$ cat src/rtl/csr_seq_pkg.sv
// Shared definitions for the CSR row sequencer: state encoding and address-width defaults.
package csr_seq_pkg;

  localparam int unsigned ROW_AW_DEFAULT = 10;
  localparam int unsigned NZ_AW_DEFAULT  = 14;

  typedef enum logic [2:0] {
    IDLE  = 3'd0,
    RD0   = 3'd1,
    WAIT0 = 3'd2,
    RDN   = 3'd3,
    WAITN = 3'd4,
    EMIT  = 3'd5,
    FIN   = 3'd6
  } state_e;

endpackage

$ cat src/rtl/csr_row_sequencer.sv
// Walks a CSR row-pointer array and issues one nonzero-address beat per element
// (or one empty beat per empty row) to a downstream MAC, row by row.
module csr_row_sequencer
  import csr_seq_pkg::*;
#(
  parameter int unsigned ROW_AW = ROW_AW_DEFAULT,
  parameter int unsigned NZ_AW  = NZ_AW_DEFAULT
) (
  input  logic              clk,
  input  logic              rst,
  input  logic              start,
  input  logic              abort,
  input  logic [ROW_AW-1:0] num_rows,
  output logic [ROW_AW-1:0] rowptr_addr,
  input  logic [31:0]       rowptr_data,
  output logic              nz_valid,
  input  logic              nz_ready,
  output logic [NZ_AW-1:0]  nz_addr,
  output logic [ROW_AW-1:0] row_idx,
  output logic              row_last,
  output logic              row_empty,
  output logic              busy,
  output logic              done,
  output logic              ptr_err
);

  state_e            state_q, state_d;
  logic [ROW_AW-1:0] r_q, r_d;
  logic [ROW_AW-1:0] num_rows_q, num_rows_d;
  logic [NZ_AW-1:0]  ptr_lo_q, ptr_lo_d;
  logic [NZ_AW-1:0]  ptr_hi_q, ptr_hi_d;
  logic [NZ_AW-1:0]  cur_q, cur_d;
  logic              ptr_err_q, ptr_err_d;

  logic [NZ_AW-1:0]  ptr_rd;
  logic              emit;
  logic              empty_c;
  logic              last_c;
  logic              unused_rowptr;

  assign ptr_rd        = rowptr_data[NZ_AW-1:0];
  assign unused_rowptr = ^rowptr_data;

  // A decreasing pointer (hi < lo) is reported via ptr_err and emitted as an empty row.
  assign emit    = (state_q == EMIT);
  assign empty_c = !(ptr_hi_q > ptr_lo_q);
  assign last_c  = empty_c || ((cur_q + NZ_AW'(1)) == ptr_hi_q);

  always_ff @(posedge clk or posedge rst) begin
    if (rst) begin
      state_q    <= IDLE;
      r_q        <= '0;
      num_rows_q <= '0;
      ptr_lo_q   <= '0;
      ptr_hi_q   <= '0;
      cur_q      <= '0;
      ptr_err_q  <= 1'b0;
    end else begin
      state_q    <= state_d;
      r_q        <= r_d;
      num_rows_q <= num_rows_d;
      ptr_lo_q   <= ptr_lo_d;
      ptr_hi_q   <= ptr_hi_d;
      cur_q      <= cur_d;
      ptr_err_q  <= ptr_err_d;
    end
  end

  always_comb begin
    state_d    = state_q;
    r_d        = r_q;
    num_rows_d = num_rows_q;
    ptr_lo_d   = ptr_lo_q;
    ptr_hi_d   = ptr_hi_q;
    cur_d      = cur_q;
    ptr_err_d  = ptr_err_q;

    if (abort && (state_q != IDLE)) begin
      state_d = IDLE;
    end else begin
      unique case (state_q)
        IDLE: begin
          if (start) begin
            num_rows_d = num_rows;
            r_d        = '0;
            ptr_err_d  = 1'b0;
            state_d    = (num_rows == '0) ? FIN : RD0;
          end
        end
        RD0:   state_d = WAIT0;
        WAIT0: begin
          ptr_lo_d = ptr_rd;
          state_d  = RDN;
        end
        RDN:   state_d = WAITN;
        WAITN: begin
          ptr_hi_d = ptr_rd;
          cur_d    = ptr_lo_q;
          if (ptr_rd < ptr_lo_q) ptr_err_d = 1'b1;
          state_d  = EMIT;
        end
        EMIT: begin
          if (nz_ready) begin
            if (last_c) begin
              ptr_lo_d = ptr_hi_q;
              r_d      = r_q + ROW_AW'(1);
              state_d  = (r_q == (num_rows_q - ROW_AW'(1))) ? FIN : RDN;
            end else begin
              cur_d = cur_q + NZ_AW'(1);
            end
          end
        end
        FIN:     state_d = IDLE;
        default: state_d = IDLE;
      endcase
    end
  end

  always_comb begin
    rowptr_addr = (state_q == RDN) ? (r_q + ROW_AW'(1)) : '0;
    nz_valid    = emit;
    nz_addr     = emit ? cur_q : '0;
    row_idx     = emit ? r_q : '0;
    row_last    = emit && last_c;
    row_empty   = emit && empty_c;
    busy        = (state_q != IDLE);
    done        = (state_q == FIN);
    ptr_err     = ptr_err_q;
  end

endmodule

$ cat config.mk
export PLATFORM = sky130hd
export DESIGN_NAME = csr_row_sequencer
export DESIGN_NICKNAME = d
export VERILOG_FILES = /design/src/rtl/csr_seq_pkg.sv /design/src/rtl/csr_row_sequencer.sv
export SDC_FILE = /design/constraint.sdc
export NUM_CORES = 1
export LEC_CHECK = 0
export ABC_AREA = 0
export CORE_ASPECT_RATIO = 1.4
export CORE_MARGIN = 5
export CORE_UTILIZATION = 25
export DETAILED_ROUTE_END_ITERATION = 16
export GPL_TIMING_DRIVEN = 0
export SLEW_MARGIN = 20
export SYNTH_ARGS = -nofsm -noshare
export SYNTH_HDL_FRONTEND = slang
export SYNTH_SLANG_ARGS = --single-unit
$ cat constraint.sdc
create_clock -name clk -period 5.3 [get_ports clk]
set_clock_uncertainty 0.1 [all_clocks]
set_input_delay 1.59 -clock clk [delete_from_list [all_inputs] [get_ports clk]]
set_output_delay 1.59 -clock clk [all_outputs]
set_load 0.005 [all_outputs]
Word-level counts from Yosys, hierarchy flattened

Cells that the tools add are included.
W data, S select, Z words.

Register bits: 66
Bits in latches: 0
Bits in writable memories: 0
Bits in read-only memories: 0
Input bits: 47
Output and inout port bits: 40
Logic and storage cells: 71
Memories: 0

Add/subtract/negate cells: 3
Multiply operators: 0
Div/mod/pow operators: 0
Order comparisons: 2
Equality and inequality tests: 16
Shift-type cells: 0
Muxes and demuxes: 23
Bitwise logic cells: 1
Reductions and logical operators: 19

Operator list:

| operator                | count |
|---|---|
| $mux W14                | 5 |
| $pmux W14 S2            | 2 |
| $mux W10                | 5 |
| $pmux W10 S2            | 1 |
| $mux W3                 | 6 |
| $pmux W3 S6             | 1 |
| $add A14 B1 Y14 const B | 1 |
| $eq A14 B14 Y1          | 1 |
| $gt A14 B14 Y1          | 1 |
| $lt A14 B14 Y1          | 1 |
| $reduce_and A4 Y1       | 3 |
| $add A10 B1 Y10 const B | 1 |
| $eq A10 B10 Y1          | 1 |
| $logic_not A10 Y1       | 1 |
| $sub A10 B1 Y10 const B | 1 |
| $eq A3 B3 Y1 const B    | 3 |
| $ne A2 B2 Y1 const B    | 4 |
| $reduce_bool A2 Y1      | 4 |
| $eq A3 B2 Y1 const B    | 2 |
| $reduce_and A3 Y1       | 2 |
| $reduce_and A5 Y1       | 1 |
| $eq A3 B1 Y1 const B    | 1 |
| $logic_and A1 B1 Y1     | 3 |
| $logic_not A3 Y1        | 1 |
| other kinds (11)        | 12 |

Logic depth before layout (Yosys ltp)

Gate-level depths: netlist (run 1).

Depth after elaboration: 7
Gate-level depth with buffers: 12
Mapped depth without buffers: 10

Worst setup path after synthesis (run 1)

No wires, ideal clock.

Kind: register -> output
Start: register cur_q[1]
End: output port row_last
Arrival: 2.218 ns
Data required time: 3.610 ns
Slack: 1.392 ns
Stages on the path, launching flop included: 9
Cell sequence: dfrtp_1 > ha_1 > nand3_1 > a32o_1 > or4_1 > a221oi_2 > nand4_2 > buf_2 > a21oi_1

Word-level cells in the longest chain between the ends: 4

Ends and longest elaborated chain:

| element                  | line                     | text |
|---|---|---|
| start: declaration       | csr_row_sequencer.sv:32  | `logic [NZ_AW-1:0] cur_q, cur_d;` |
| start signal: assignment | csr_row_sequencer.sv:64  | `cur_q <= cur_d;` |
| $add A14 B1 Y14          | csr_row_sequencer.sv:47  | `assign last_c = empty_c \|\| ((cur_q + NZ_AW'(1)) == ptr_hi_q);` |
| $eq A14 B14 Y1           | csr_row_sequencer.sv:47  |  |
| $logic_or A1 B1 Y1       | csr_row_sequencer.sv:47  |  |
| $logic_and A1 B1 Y1      | csr_row_sequencer.sv:124 | `row_last = emit && last_c;` |
| end: declaration         | csr_row_sequencer.sv:20  | `output logic row_last,` |

No other way between the ends.

Worst setup path after layout (run 1)

Ends and elaborated chain as after synthesis.

==> results of run 1 <==
## metal layers
layer,vias up,track usage [%],share of wire (%)
met1,2225,17.4,41
met5,-,0,0
met4,0,5.39,2.7
met3,27,2.72,5.8
li1,2225,-,-
met2,152,24.9,50
## where the power goes
part | switching, mW | internal (mW) | total (mW)
Combinational | 0.671 | 0.573 | 1.24
Sequential | 0.217 | 0.689 | 0.906
Clock | 0.233 | 0.363 | 0.595
## worst paths after layout
check,to,cells after the start
setup / recovery,row_last,9
hold / removal,ptr_err,1
setup reg to reg,cur_q[10],11
hold reg to reg,ptr_err,1
max in group asynchronous,cur_q[1],3
min in group asynchronous,cur_q[7],2
## flip-flops by register name (all words and copies together) (netlist names)
signal	flops
cur_q	14
ptr_hi_q	14
ptr_lo_q	14
num_rows_q	10
r_q	10
state_q	3
ptr_err	1
## worst max-delay path, cell delays in order (launching register included)
cell	delay, ns
dfrtp_2	0.44
ha_2	0.28
xnor2_1	0.24
o211ai_1	0.13
or4_1	0.54
a221oi_2	0.24
nand4_2	0.22
buf_2	0.26
a21oi_1	0.26
clkdlybuf4s50_1	0.55
## cells in the final DEF (no fill, tap or decap), drive strengths merged, types with 23 or more instances in the layout
cell and instances:
nand2 40, dfrtp 66, nand2b 23, nor2 44, a21oi 35, ha 30
clkbuf 34, nand3 24, clkdlybuf4s50 68, inv 37
## metrics by stage
stage               instances  power [mW]  hold WS [ns]  area (µm²)
floorplan                 564        1.78         0.389        4940
global placement          880        2.13         0.423        5930
detailed placement        881        2.16         0.403        5960
CTS                       897        2.76         0.431        6250
global route              897        2.96         0.456        6260
finish                    897        2.75         0.430        6260
## timing repair
action	in CTS	in global routing
gates resized for setup	0	3
buffers inserted	0	0
endpoints found under the hold margin	0	0
setup endpoints to repair	0	1
## layout make-up
type,instances,share of cell area (%)
multi-input combinational,428,48.4
sequential,66,26.4
timing repair buffer,69,11.2
tap,248,4.96
clock buffer,11,3.72
inverter,37,2.26
buffer,33,2.20
clock inverter,5,0.880
## cell families after synthesis
family                     after synthesis  share of synthesized area, %
and+or+nand+nor                        196                          20.2
AOI/OAI and AO/OA                      141                          21.1
DFF                                     66                          33.4
adders and majority gates               30                          7.60
muxes                                   27                          6.00
buffers and inverters                   70                          5.60
xor gates and xnor gates                34                          6.03
## synthesized netlist by cell type, types with 3 or more instances
master    count
nor2b_1       8
a31oi_1       3
mux2i_1       6
mux2_2       21
o211ai_1      4
a22oi_1       8
nand2_1      40
a221oi_2      3
o22ai_1       7
dfrtp_1      66
nand3_1      23
or4_1         4
nor4_1        6
nor2_1       44
xor2_1       16
clkbuf_1     22
a311oi_1      3
buf_2         7
ha_1         30
and3_1       21
o221a_1       5
o221a_2       8
a21oi_1      34
nand4_1       4
o22a_1       12
o21ai_0      21
a21o_1        6
inv_1        37
nor3_1       11
nand2b_1     23
xnor2_1      18
==> out/metrics.cfg, run 1 <==
[critical_path]
end_kind = output port
path_class = reg2out
critPathLaunchType = flop
cp.arrival_ns = 3.51
critPathLaunch = cur_q[1]
path_max_fanout = 10
reg2reg_from = ptr_lo_q[11]
r2r_slack_ns = 1.75
critical_path_required_ns = 3.61

[floorplan]
boundaryPins = 87
fp.coreArea_mm2 = 0.0194
die-width_um = 129
row_count = 60
dieArea_mm2 = 0.0227
initial_core_util_pct = 25.5
die_h_um = 176

[final_layout]
diodes = 0
nFillCells = 2086
nets = 721
drive_above_1_share_pct = 10.8
multi_input_area_mm2 = 0.00303
synthToLayoutAreaGrowth_pct = 26.6
final_core_util_pct = 32.3
seq_area_mm2 = 0.00165

[routing]
vias = 4629
vias_per_cell = 5.16
ant_nets = 0
wl_um = 16000
drcViolationCount = 0
drt_pass1_iterations = 5
wl_per_cell_um = 17.8
dr.first_iter.drc_count = 366

[worst_hold_path]
holdCritPathClass = reg2reg
hp-start = ptr_err

[global_route]
antenna_found_initial = 0
grt_use_total_pct = 14.3
grt_first_pass_wirelength_um = 25400
grt_pass1_vias = 4535
overflow = 0
grt_max_degree = 36

[clock_network]
cts_hold_buffers = 0
clock_latency_ns = 0.34
clk_pin_slew_ns = 0.06
cts_tree = done
clock-sinks = 66
h-tree-depth = 3
cts-root-buf = clkbuf_16
clockBufferDepth = 2
numCtsBuffers = 9

[timing]
hold_viol_final = 0
rsz0062_at_grt = no
relSlewSlack_pct = 30.3
fin_ws_ns = 0.101
fin_tns_setup_ns = 0
finalCritPeriodShare_pct = 98.1
worst_pin_slew_ns = 1.04
setup_viol = 0
drv_slew = 0
fmax_ghz = 0.192
fin_crit_ns = 5.20

[synthesis]
async_flop_share_pct = 100
synth_nets = 641
synth.distinct_cells = 63
netlist_area_mm2 = 0.00494
synth_edf_count = 0
syn_inst = 564
synthTopCellsByArea = dfrtp_1 (33%), ha_1 (7.6%), mux2_2 (4.8%), a21oi_1 (3.4%), nor2_1 (3.3%)
synthFlopType = dfrtp_1
ys_seq_area_share_pct = 33.4
synth_largest_area_cell = dfrtp_1
syn_area_per_cell_um2 = 8.76
ys_ff_latch = 66
yosysTopAreaCellShare_pct = 33.4
synth.yosys.warnings = 0

[run]
max_cap_violations = 0

[placement]
routabilityCongestion = 0.938
place_ws_ns = 0.412
port_buffers = 68
dpl.hpwl_um = 12400

[power_and_ir_drop]
power.density_mw_per_mm2 = 439
ir_drop_uv = 181
power_leakage_nw = 2.61

[status]
status = finished, final reports clean

Power figures use the tool's default switching activity.
==> run 2: changes to the inputs <==
CORE_UTILIZATION = 55   (was 25)
PLACE_DENSITY = 0.83   (was default)
==> run 2 against run 1 <==
- die area shrank 52%
- combinational power grew 3%
- design area shrank 2.8%
- critical path depth is the same
- wire length shrank 5.9%
- critical path type unchanged
- highest routed layer unchanged
==> out/metrics.cfg, run 2 (same netlist as run 1, synthesis figures left out) <==
[final_layout]
drive_above_1_share_pct = 10.2  ; -0.62 points
finish.instance_area_mm2 = 0.00608  ; -2.8%
final_cells = 756  ; -16%
reg.largest.list = cur_q (14), ptr_hi_q (14), ptr_lo_q (14)
synthToLayoutAreaGrowth_pct = 23.1
nets = 721  ; unchanged
final_core_util_pct = 68.5  ; +36 points
mostFrequentLayoutCell = clkdlybuf4s50_1
layout_common_cells = clkdlybuf4s50_1 (68), dfrtp_1 (66), nor2_1 (44), nand2_1 (40), inv_1 (36)
diodes = 0  ; unchanged

[floorplan]
row_count = 41  ; -32%
initial_core_util_pct = 55.7  ; +30 points
boundaryPins = 87  ; unchanged
fp.coreArea_mm2 = 0.00887  ; -54%
die_h_um = 122  ; -31%
die-width_um = 90.1  ; -30%
dieArea_mm2 = 0.0110  ; -52%

[critical_path]
critical_path_required_ns = 3.61  ; about the same
r2r_slack_ns = 1.54  ; -0.21 ns
reg2reg_from = ptr_lo_q[13]
end_kind = output port
critPathLaunchType = flop
path_max_fanout = 10  ; unchanged
path_class = reg2out
r2r_end = cur_q[10]
reg2regPathDepth = 11  ; unchanged
cp.arrival_ns = 3.50  ; about the same

[routing]
ant_nets = 0  ; unchanged
vias = 4767  ; +3.0%
drcViolationCount = 0  ; unchanged
wl_per_cell_um = 19.9  ; +12%
dr.first_iter.drc_count = 312  ; -15%
vias_per_cell = 6.31  ; +22%
drt_pass1_iterations = 5  ; unchanged
wl_um = 15000  ; -5.9%

[clock_network]
clk_pin_slew_ns = 0.05  ; about the same
ctsResizeCount = 0  ; unchanged
h-tree-depth = 3  ; unchanged
numCtsBuffers = 9  ; unchanged
cts-root-buf = clkbuf_16
cts_hold_buffers = 0  ; unchanged
clockBufferDepth = 2  ; unchanged
clock_latency_ns = 0.34  ; about the same
clock-sinks = 66  ; unchanged
cts_tree = done
cts_setup_buffers = 0  ; unchanged

[timing]
hold_ws_ns = 0.425  ; -0.00488 ns
rsz0062_at_grt = no
setup_viol = 0  ; unchanged
fin_tns_setup_ns = 0  ; unchanged
drv_slew = 0  ; unchanged
hold_viol_final = 0  ; unchanged
relSlewSlack_pct = 28.4  ; -1.8 points
fin_ws_ns = 0.115  ; +0.0144 ns
finalCritPeriodShare_pct = 97.8  ; -0.27 points
worst_pin_slew_ns = 1.06  ; +0.0272 ns
fin_crit_ns = 5.19  ; -0.0144 ns
fmax_ghz = 0.193  ; +0.28%

[global_route]
grt_max_degree = 36  ; unchanged
met1_usage_pct = 29.0  ; +12 points
grtUsageMet2_pct = 50.4  ; +25 points
antenna_found_initial = 0  ; unchanged
grtUsageMet3_pct = 6.30  ; +3.6 points
grt_first_pass_wirelength_um = 24200  ; -4.8%
grt_pass1_vias = 4919  ; +8.5%
grt_use_total_pct = 27.4  ; +13 points
overflow = 0  ; unchanged
top_usage_layer = met2

[placement]
place_ws_ns = 0.513  ; +0.101 ns
dpl.hpwl_um = 11600  ; -7.1%
dpl_cell_area_mm2 = 0.00578  ; -3.0%
placedCellCount = 740  ; -16%
routabilityCongestion = 0.988  ; +5.3%
port_buffers = 68  ; unchanged

[power_and_ir_drop]
power_leakage_nw = 2.62  ; +0.60%
finalPower_mw = 2.80  ; +1.9%
power.density_mw_per_mm2 = 460  ; +4.8%
ir_drop_uv = 362  ; +100%

[run]
max_cap_violations = 0  ; unchanged

[worst_hold_path]
hp-start = ptr_err
whs_path_depth = 1  ; unchanged
holdCritPathClass = reg2reg
worstHoldEndpoint = ptr_err

[status]
status = finished, final reports clean

## run 2: cell types whose count changed in the layout (fill, tap and decap cells not counted), sizes merged
cell and delta:
clkinvlp -2, clkbuf +3, clkinv -1
## run 2: layout make-up
| cell class | count | area [µm²] |
|---|---|---|
| tap | 107 | 134 |
| buffer | 33 | 138 |
| multi-input combinational | 428 | 3020 |
| timing repair buffer | 69 | 701 |
| inverter | 37 | 141 |
| clock inverter | 2 | 35.0 |
| clock buffer | 14 | 264 |
| fill | 727 | 2790 |
| sequential | 66 | 1650 |
## run 2: how the worst max path moves through the flow
stage	end	startpoint	slack, ns	cells after the start
after floorplan	row_last	cur_q[1]	1.39	8
final	row_last	cur_q[1]	0.11	9
after global placement	row_last	cur_q[1]	0.53	9
after global routing	row_last	cur_q[1]	0.001	9
after detailed placement	row_last	cur_q[1]	0.51	9
after CTS	row_last	cur_q[1]	0.15	9
## run 2: critical path, cell delays in order, from the launching register on
cell             delay [ns]
dfrtp_1                0.43
ha_1                   0.32
xnor2_1                0.27
o211ai_1               0.13
or4_1                  0.55
a221oi_2               0.26
nand4_2                0.23
buf_2                  0.27
a21oi_1                0.17
clkdlybuf4s50_1        0.53
## run 2: routing by layer
layer,share of wire (%),vias up
li1,-,2217
met1,37,2287
met2,53,205
met3,6.3,58
met4,4.1,0
met5,0,-
## run 2: power breakdown
| group | switching [mW] | total (mW) | internal, mW |
|---|---|---|---|
| registers | 0.218 | 0.907 | 0.689 |
| clock network | 0.221 | 0.611 | 0.390 |
| logic | 0.703 | 1.28 | 0.578 |
==> run 3: changes to the inputs <==
PLACE_DENSITY = default   (was 0.83)
PLACE_DENSITY_LB_ADDON = 0.2   (was default)
==> run 3 against run 2 <==
- first-iteration DRC count rose by 0.32%
- total power rose by 0.17%
- clock power barely moved
- count of clock-buffer cells in the layout did not move
- global-route usage rose by 0.64 points
==> out/metrics.cfg, run 3 (same netlist as run 1, synthesis figures left out) <==
[placement]
dpl_cell_area_mm2 = 0.00578  ; unchanged
placedCellCount = 740  ; unchanged
place_ws_ns = 0.499  ; -0.0139 ns
routabilityCongestion = 0.996  ; +0.75%
port_buffers = 68  ; unchanged
dpl.hpwl_um = 11700  ; +1.6%

[power_and_ir_drop]
power_leakage_nw = 2.62  ; about the same
finalPower_mw = 2.80  ; +0.17%
power.density_mw_per_mm2 = 460  ; -0.11%
ir_drop_uv = 311  ; -14%

[global_route]
grt_max_degree = 36  ; unchanged
overflow = 0  ; unchanged
grt_first_pass_wirelength_um = 24700  ; +2.2%
antenna_found_initial = 0  ; unchanged
grt_use_total_pct = 28.0  ; +0.64 points
grt_pass1_vias = 4891  ; -0.57%

[critical_path]
critical_path_required_ns = 3.61  ; about the same
critPathLaunchType = flop
end_kind = output port
path_max_fanout = 10  ; unchanged
path_class = reg2out
r2r_slack_ns = 1.44  ; -0.10 ns
cp.arrival_ns = 3.46  ; -0.04 ns

[timing]
hold_ws_ns = 0.417  ; -0.00750 ns
relSlewSlack_pct = 33.8  ; +5.4 points
fin_crit_ns = 5.15  ; -0.0343 ns
drv_slew = 0  ; unchanged
worst_pin_slew_ns = 0.992  ; -0.0712 ns
finalCritPeriodShare_pct = 97.2  ; -0.65 points
rsz0062_at_grt = no
fin_ws_ns = 0.149  ; +0.0343 ns
hold_viol_final = 0  ; unchanged
fin_tns_setup_ns = 0  ; unchanged
setup_viol = 0  ; unchanged
fmax_ghz = 0.194  ; +0.67%

[final_layout]
final_cells = 756  ; unchanged
diodes = 0  ; unchanged
layout_common_cells = clkdlybuf4s50_1 (68), dfrtp_1 (65), nor2_1 (44), nand2_1 (40), inv_1 (36)
reg.largest.list = cur_q (14), ptr_hi_q (14), ptr_lo_q (14)
finish.instance_area_mm2 = 0.00610  ; +0.29%
final_core_util_pct = 68.7  ; +0.20 points
nFillCells = 752  ; +3.4%
mostFrequentLayoutCell = clkdlybuf4s50_1
drive_above_1_share_pct = 10.5  ; +0.31 points
synthToLayoutAreaGrowth_pct = 23.5
nets = 721  ; unchanged

[clock_network]
numCtsBuffers = 9  ; unchanged
cts_setup_buffers = 0  ; unchanged
clk_pin_slew_ns = 0.06  ; about the same
clock-sinks = 66  ; unchanged
cts-root-buf = clkbuf_16
h-tree-depth = 3  ; unchanged
clockBufferDepth = 2  ; unchanged
cts_tree = done
clock_latency_ns = 0.34  ; about the same

[routing]
drcViolationCount = 0  ; unchanged
wl_um = 15400  ; +2.7%
drt_pass1_iterations = 5  ; unchanged
dr.first_iter.drc_count = 313  ; +0.32%
wl_per_cell_um = 20.4  ; +2.7%
vias_per_cell = 6.38  ; +1.2%
vias = 4823  ; +1.2%
ant_nets = 0  ; unchanged

[worst_hold_path]
holdCritPathClass = reg2reg

[floorplan]
initial_core_util_pct = 55.7  ; unchanged
fp.coreArea_mm2 = 0.00887  ; unchanged
dieArea_mm2 = 0.0110  ; unchanged
boundaryPins = 87  ; unchanged
row_count = 41  ; unchanged
die_h_um = 122  ; unchanged
die-width_um = 90.1  ; unchanged

[run]
max_cap_violations = 0  ; unchanged

[status]
status = finished, final reports clean

run 3: cell count changes in the layout (fill, tap and decap cells not counted):
cell / delta
a221oi_4: +1
a221oi_2: -1
dfrtp_2: +1
clkbuf_4: +1
ha_1: -1
ha_2: +1
dfrtp_1: -1
buf_2: -1
run 3: final timing paths:
check | start | end | depth (start not counted)
hold / removal | ptr_err | ptr_err | 1
setup reg to reg | ptr_lo_q[12] | cur_q[10] | 11
setup / recovery | cur_q[1] | row_last | 9
min in group asynchronous | rst | num_rows_q[4] | 2
max in group asynchronous | rst | cur_q[1] | 3
hold reg to reg | ptr_err | ptr_err | 1
run 3: repair_timing:
| action | in CTS | in global routing |
|---|---|---|
| setup endpoints to repair | 0 | 1 |
| hold buffers | 0 | 0 |
| gates resized for setup | 0 | 4 |
run 3: routing by layer:
layer | track usage [%] | up-vias | wire length, µm
met5 | 0 | - | 0
met4 | 16.5 | 0 | 724
met3 | 5.62 | 61 | 855
met2 | 50.5 | 184 | 8180
met1 | 30.3 | 2365 | 5670
li1 | - | 2213 | -
run 3: critical path, cell delays in order, from the launching register on:
cell	delay, ns
dfrtp_2	0.44
ha_2	0.28
xnor2_1	0.24
o211ai_1	0.12
or4_1	0.58
a221oi_4	0.26
nand4_2	0.22
clkbuf_4	0.27
a21oi_1	0.18
clkdlybuf4s50_1	0.52
run 3: where the power goes:
part	switching, mW	leakage (nW)	total (mW)	internal (mW)
Sequential	0.226	0.827	0.915	0.689
Combinational	0.697	1.65	1.28	0.578
Clock	0.222	0.147	0.612	0.390
Total	1.15	2.62	2.80	1.66
run 3: final cells by class:
class                           count  area (µm²)  share of cell area [%]
Clock inverter                      2        35.0                   0.574
Inverter                           37         141                    2.32
Sequential cell                    66        1650                    27.1
Timing Repair Buffer               69         701                    11.5
Multi-Input combinational cell    428        3030                    49.7
Clock buffer                       14         264                    4.33
Tap cell                          107         134                    2.20
Buffer                             33         140                    2.30
